===== src/rtl/ov7670_sccb_config.sv =====
// OV7670 power-up sequencer: walks a fixed register table and writes each entry over SCCB.
// Optional macro SCCB_ACK_CHECK_EN enables NACK detection, per-entry retry and ERR.
module ov7670_sccb_config #(
    parameter int          CLK_DIV    = 250,
    parameter logic [7:0]  DEV_ID     = 8'h42,
    parameter int          NUM_REGS   = 16,
    parameter int          RESET_WAIT = 1000000,
    parameter int          GAP_CYCLES = 4 * CLK_DIV,
    parameter int          MAX_RETRY  = 3
) (
    input  logic       FSM_CLK,
    input  logic       RST,
    input  logic       START,
    output logic       BUSY,
    output logic       DONE,
    output logic       ERR,
    output logic [5:0] CFG_IDX,
    output logic       CAPTURE_READY,
    output logic       SIOC,
    output logic       SIOD_O,
    output logic       SIOD_OE,
    input  logic       SIOD_I
);

`ifdef SCCB_ACK_CHECK_EN
    localparam bit ACK_CHECK = 1'b1;
`else
    localparam bit ACK_CHECK = 1'b0;
`endif

    localparam int QW   = $clog2(CLK_DIV + 1);
    localparam int WMAX = (RESET_WAIT > GAP_CYCLES) ? RESET_WAIT : GAP_CYCLES;
    localparam int WW   = $clog2(WMAX + 1);
    localparam int RW   = $clog2(MAX_RETRY + 2);

    typedef enum logic [2:0] {
        S_IDLE, S_START, S_BIT, S_STOP, S_GAP, S_RWAIT, S_DONE, S_ERROR
    } state_t;

    state_t         state_q;
    logic [QW-1:0]  qcnt_q;
    logic [1:0]     qtr_q;
    logic [3:0]     bitn_q;
    logic [1:0]     byte_q;
    logic [23:0]    sh_q;
    logic [WW-1:0]  wait_q;
    logic [RW-1:0]  retry_q;
    logic           nack_q;
    logic           busy_q, done_q, err_q;
    logic [5:0]     idx_q;
    logic           sioc_q, siod_q, oe_q;

    logic [15:0] entry_d;
    logic        qend, is_ack, last_slot, soft_rst, last_entry;

    always_comb begin
        entry_d = 16'hFFFF;
        case (idx_q)
            6'd0:    entry_d = 16'h1280;
            6'd1:    entry_d = 16'h1214;
            6'd2:    entry_d = 16'h40D0;
            6'd3:    entry_d = 16'h1101;
            6'd4:    entry_d = 16'h0C04;
            6'd5:    entry_d = 16'h3E19;
            6'd6:    entry_d = 16'h7211;
            6'd7:    entry_d = 16'h73F1;
            6'd8:    entry_d = 16'hA202;
            6'd9:    entry_d = 16'h1716;
            6'd10:   entry_d = 16'h1804;
            6'd11:   entry_d = 16'h3224;
            6'd12:   entry_d = 16'h1902;
            6'd13:   entry_d = 16'h1A7A;
            6'd14:   entry_d = 16'h030A;
            6'd15:   entry_d = 16'h3A04;
            default: entry_d = 16'hFFFF;
        endcase
    end

    assign qend       = (qcnt_q == QW'(CLK_DIV - 1));
    assign is_ack     = (bitn_q == 4'd8);
    assign last_slot  = is_ack && (byte_q == 2'd2);
    assign soft_rst   = (entry_d[15:8] == 8'h12) && entry_d[7];
    assign last_entry = (idx_q == 6'(NUM_REGS - 1));

    always_ff @(posedge FSM_CLK) begin
        if (RST) begin
            state_q <= S_IDLE;
            qcnt_q  <= '0;
            qtr_q   <= 2'd0;
            bitn_q  <= 4'd0;
            byte_q  <= 2'd0;
            sh_q    <= '0;
            wait_q  <= '0;
            retry_q <= '0;
            nack_q  <= 1'b0;
            busy_q  <= 1'b0;
            done_q  <= 1'b0;
            err_q   <= 1'b0;
            idx_q   <= 6'd0;
            sioc_q  <= 1'b1;
            siod_q  <= 1'b1;
            oe_q    <= 1'b1;
        end else begin
            qcnt_q <= qend ? '0 : qcnt_q + QW'(1);
            if (qend) qtr_q <= qtr_q + 2'd1;
            case (state_q)
                S_IDLE, S_DONE, S_ERROR: begin
                    if (START) begin
                        state_q <= S_START;
                        qcnt_q  <= '0;
                        qtr_q   <= 2'd0;
                        busy_q  <= 1'b1;
                        done_q  <= 1'b0;
                        err_q   <= 1'b0;
                        idx_q   <= 6'd0;
                        retry_q <= '0;
                        nack_q  <= 1'b0;
                        sioc_q  <= 1'b1;
                        siod_q  <= 1'b1;
                        oe_q    <= 1'b1;
                    end
                end
                S_START: begin
                    if (qend) begin
                        case (qtr_q)
                            2'd0: siod_q <= 1'b0;
                            2'd1: sioc_q <= 1'b0;
                            2'd3: begin
                                state_q <= S_BIT;
                                bitn_q  <= 4'd0;
                                byte_q  <= 2'd0;
                                siod_q  <= DEV_ID[7];
                                sh_q    <= {DEV_ID[6:0], entry_d, 1'b0};
                            end
                            default: ;
                        endcase
                    end
                end
                S_BIT: begin
                    if (qend) begin
                        case (qtr_q)
                            2'd1: sioc_q <= 1'b1;
                            2'd2: if (ACK_CHECK && is_ack && SIOD_I) nack_q <= 1'b1;
                            2'd3: begin
                                sioc_q <= 1'b0;
                                if (last_slot) begin
                                    state_q <= S_STOP;
                                    siod_q  <= 1'b0;
                                    oe_q    <= 1'b1;
                                end else if (is_ack) begin
                                    bitn_q <= 4'd0;
                                    byte_q <= byte_q + 2'd1;
                                    siod_q <= sh_q[23];
                                    sh_q   <= {sh_q[22:0], 1'b0};
                                    oe_q   <= 1'b1;
                                end else if (bitn_q == 4'd7) begin
                                    // Release the line so the sensor can drive ACK.
                                    bitn_q <= 4'd8;
                                    siod_q <= 1'b1;
                                    oe_q   <= 1'b0;
                                end else begin
                                    bitn_q <= bitn_q + 4'd1;
                                    siod_q <= sh_q[23];
                                    sh_q   <= {sh_q[22:0], 1'b0};
                                end
                            end
                            default: ;
                        endcase
                    end
                end
                S_STOP: begin
                    if (qend) begin
                        case (qtr_q)
                            2'd0: sioc_q <= 1'b1;
                            2'd1: siod_q <= 1'b1;
                            2'd3: begin
                                state_q <= soft_rst ? S_RWAIT : S_GAP;
                                wait_q  <= '0;
                            end
                            default: ;
                        endcase
                    end
                end
                S_RWAIT: begin
                    if (wait_q == WW'(RESET_WAIT - 1)) begin
                        state_q <= S_GAP;
                        wait_q  <= '0;
                    end else begin
                        wait_q <= wait_q + WW'(1);
                    end
                end
                S_GAP: begin
                    if (wait_q == WW'(GAP_CYCLES - 1)) begin
                        wait_q <= '0;
                        qcnt_q <= '0;
                        qtr_q  <= 2'd0;
                        nack_q <= 1'b0;
                        if (nack_q) begin
                            if (retry_q == RW'(MAX_RETRY)) begin
                                state_q <= S_ERROR;
                                busy_q  <= 1'b0;
                                err_q   <= 1'b1;
                            end else begin
                                state_q <= S_START;
                                retry_q <= retry_q + RW'(1);
                            end
                        end else if (last_entry) begin
                            state_q <= S_DONE;
                            busy_q  <= 1'b0;
                            done_q  <= 1'b1;
                        end else begin
                            state_q <= S_START;
                            idx_q   <= idx_q + 6'd1;
                            retry_q <= '0;
                        end
                    end else begin
                        wait_q <= wait_q + WW'(1);
                    end
                end
                default: state_q <= S_IDLE;
            endcase
        end
    end

    assign BUSY          = busy_q;
    assign DONE          = done_q;
    assign ERR           = err_q;
    assign CFG_IDX       = idx_q;
    assign CAPTURE_READY = done_q;
    assign SIOC          = sioc_q;
    assign SIOD_O        = siod_q;
    assign SIOD_OE       = oe_q;

endmodule

===== config.mk =====
export PLATFORM = sky130hd
export DESIGN_NAME = ov7670_sccb_config
export DESIGN_NICKNAME = d
export VERILOG_FILES = /design/src/rtl/ov7670_sccb_config.sv
export SDC_FILE = /design/constraint.sdc
export NUM_CORES = 1
export LEC_CHECK = 0
export CORE_MARGIN = 2
export CORE_UTILIZATION = 55
export DETAILED_ROUTE_END_ITERATION = 8
export GPL_TIMING_DRIVEN = 0
export PLACE_DENSITY = 0.76
export SLEW_MARGIN = 30
export SYNTH_ARGS = -nofsm -noshare
export SYNTH_HDL_FRONTEND = slang
export SYNTH_SLANG_ARGS = --single-unit

===== constraint.sdc =====
create_clock -name FSM_CLK -period 2.7 [get_ports FSM_CLK]
set_clock_uncertainty 0.15 [all_clocks]
set_input_delay 0.675 -clock FSM_CLK [delete_from_list [all_inputs] [get_ports FSM_CLK]]
set_output_delay 0.675 -clock FSM_CLK [all_outputs]
set_load 0.02 [all_outputs]

==> summary.txt <==
Run status
  – Outcome: complete, but fails checks
  – Failing checks: setup timing

Floorplanning
  – Initial Util: 57.5%
  – Die area: 0.00890 mm2
  – Core ar.: 0.00781 mm2
  – Die W: 94.3 um
  – I/O Pins: 17
  – Row count: 32
  – Die height: 94.3 um

STA
  – Max Slew Vio Count: 0
  – Post-layout minimum cycle time: 2.82 ns
  – RSZ-0062 raised after global routing: true
  – Post-route setup TNS: -0.308 ns
  – Endpoints failing hold: 0
  – Fmax: 355 MHz
  – Worst Slack Setup Final: -0.115 ns
  – Slew @ Worst Pin: 0.572 ns
  – Slew HR: 61.9%
  – Final-report setup violation count: 4
  – Fin crit share: 104%

Clock tree
  – Worst skew pair latency: 0.36 ns
  – CTS tree: yes
  – Num CTS Buffers: 9
  – Clock Sinks: 90
  – Root Driver: clkbuf_8
  – Post-CTS Hold Fix Bufs: 0
  – CTS H-tree depth: 3
  – Deepest clock path buffer count: 2
  – Clock Pin Slew Worst Setup and Hold Paths: 0.09 ns

GRT
  – Largest net degree at the start of global routing: 16
  – Initial antenna violation count: 0
  – Grt total ovfl: 0
  – First-pass GRT wire length: 18.1 mm
  – Vias in the first global route: 3,809
  – GRT Total Usage: 25.4%

Setup path
  – Reg2reg setup slack: -0.12 ns
  – Worst Path Max Fanout: 8
  – Crit path capture type: flip-flop
  – Worst Setup Start Kind: flip-flop
  – CP Class: flip-flop to flip-flop
  – Critical Path RT: 2.80 ns
  – Worst Path Arrival: 2.92 ns

Routing
  – Post-DRT Antenna Nets: 0
  – 1st-iter DRT viols: 335
  – Vias: 4,140
  – WL final: 11.3 mm
  – 1st-pass router iterations: 6
  – Wire per inst: 16.3 um
  – Post-route DRC violation count: 0
  – Vias per cell: 5.97

Logic synthesis
  – Mapped Nets: 560
  – Sequential share of the synthesized area: 40.2%
  – Post-synth EDFFs: 0
  – Flops & latches, synth: 90
  – Syn_area_per_cell: 8.31 um2
  – Syn. warnings: 0
  – Number of distinct library cells after synthesis: 64
  – Synthesized area: 0.00449 mm2
  – Main synth FF type: dfxtp_1
  – Post-synth ARST share: 0%
  – Syn Inst Count: 540

Placed design
  – Routability cong.: 0.854
  – # placed instances: 656
  – DP Worst Slack: -1.03 ns
  – DP HPWL: 7.29 mm
  – Post-DP Area: 0.00483 mm2
  – Buffers on Ports: 14

Layout
  – Commonest cells after routing, fill and taps aside: dfxtp_1, nor2_1, nand2_1, a21oi_1, buf_4
  – Filler instances: 594
  – Final #Nets: 606
  – Synthesis-to-finish area growth: 22.9%
  – Cell area after layout: 0.00551 mm2
  – Finished Layout Cells: 693
  – Share of layout cells above drive strength 1: 18.4%
  – Antenna cells: 0
  – Commonest non-fill, non-tap cell in the layout: dfxtp_1

Power
  – Worst vdd ir: 0.301 mV
  – Pleak: 1.96 nW
  – Power Density: 519 mW/mm2
  – Power after layout: 2.86 mW

Run
  – Max_cap viols: 0

Min path
  – Worst min path class: flip-flop to flip-flop
[cell usage after synthesis (3+ instances only)]
master | n | share of area [%]
a21o_1 | 4 | 0.67
a21oi_1 | 39 | 4.4
a22oi_1 | 3 | 0.50
a31oi_1 | 6 | 0.84
and2_1 | 4 | 0.56
and3_1 | 5 | 0.70
buf_2 | 4 | 0.45
clkbuf_1 | 23 | 1.9
dfxtp_1 | 90 | 40
ha_1 | 16 | 4.5
inv_1 | 23 | 1.9
mux2i_1 | 10 | 2.2
nand2_1 | 55 | 4.6
nand2b_1 | 5 | 0.70
nand3_1 | 20 | 2.2
nand3b_1 | 3 | 0.50
nand4_1 | 6 | 0.84
nor2_1 | 64 | 5.4
nor3_1 | 14 | 1.6
nor4_1 | 4 | 0.56
o211ai_1 | 17 | 2.8
o21a_1 | 3 | 0.50
o21ai_0 | 17 | 1.9
o22ai_1 | 3 | 0.42
o31ai_1 | 5 | 0.84
o32ai_1 | 5 | 0.98
or2_1 | 3 | 0.42
or3_1 | 18 | 2.5
or4_1 | 4 | 0.67
xnor2_1 | 17 | 3.3
xor2_1 | 8 | 1.6
[final timing paths]
| check | cells past startpoint | end | from |
|---|---|---|---|
| setup reg to reg | 7 | flip-flop | wait_q[16]$_SDFFE_PP0P_ |
| setup / recovery | 7 | flip-flop | wait_q[16]$_SDFFE_PP0P_ |
| hold / removal | 2 | sh_q[5]$_SDFFE_PP0P_ | sh_q[5]$_SDFFE_PP0P_ |
| hold reg to reg | 2 | sh_q[5]$_SDFFE_PP0P_ | sh_q[5]$_SDFFE_PP0P_ |
[power breakdown]
group | total [mW] | internal, mW | switching (mW)
Sequential | 1.38 | 1.36 | 0.0252
Clock | 0.954 | 0.455 | 0.499
Combinational | 0.523 | 0.212 | 0.310
Total | 2.86 | 2.02 | 0.835
[critical path, stage by stage, from the launching register on]
cell and delay, ns:
dfxtp_1 0.38, nor4_1 0.39, nand3_2 0.18, or3_4 0.40, a221o_1 0.37, a22o_4 0.29, or3_1 0.40, o221a_1 0.15
[per-layer routing]
| layer | track usage, % | up-vias | part of all wire [%] |
|---|---|---|---|
| li1 | - | 2007 | - |
| met1 | 35.3 | 1930 | 43 |
| met2 | 39.8 | 182 | 48 |
| met3 | 5.06 | 21 | 7.1 |
| met4 | 7.73 | 0 | 1.8 |
| met5 | 0 | - | 0 |
[cells by family (layout without fill, tap and decap cells)]
| group | Yosys count | after routing | share of synthesized area (%) |
|---|---|---|---|
| buf+inv | 52 | 103 | 4.71 |
| xor+xnor | 25 | 25 | 4.88 |
| flops | 90 | 90 | 40.2 |
| fa+ha+maj | 16 | 16 | 4.46 |
| mux | 12 | 12 | 2.73 |
| simple gates | 219 | 219 | 24.1 |
| compound gates | 126 | 126 | 19.0 |
[repair_timing]
item                                    CTS  global route
cloned                                    0             1
buffers inserted                         12            10
pin swaps                                11            18
endpoints found under the setup margin   50            46
resized for setup                        40            38
[through the flow]
| step | hold slack, ns | util, % |
|---|---|---|
| 6_report | 0.307 | 70.6 |
| 2_1_floorplan | 0.282 | - |
| 4_1_cts | 0.306 | 67.6 |
| 3_5_place_dp | 0.294 | 61.8 |
| 5_1_grt | 0.318 | 70.6 |
| 3_3_place_gp | 0.287 | 61.8 |
[final cells by class]
type	instances	area (um2)	share of cell area, %
Sequential cell	90	1820	33.1
Inverter	23	88.8	1.61
Buffer	27	144	2.61
Clock inverter	6	65.1	1.18
Timing Repair Buffer	37	333	6.04
Clock buffer	10	138	2.50
Multi-Input combinational cell	398	2790	50.7
Tap cell	102	128	2.32
Power figures use the tool's default switching activity.
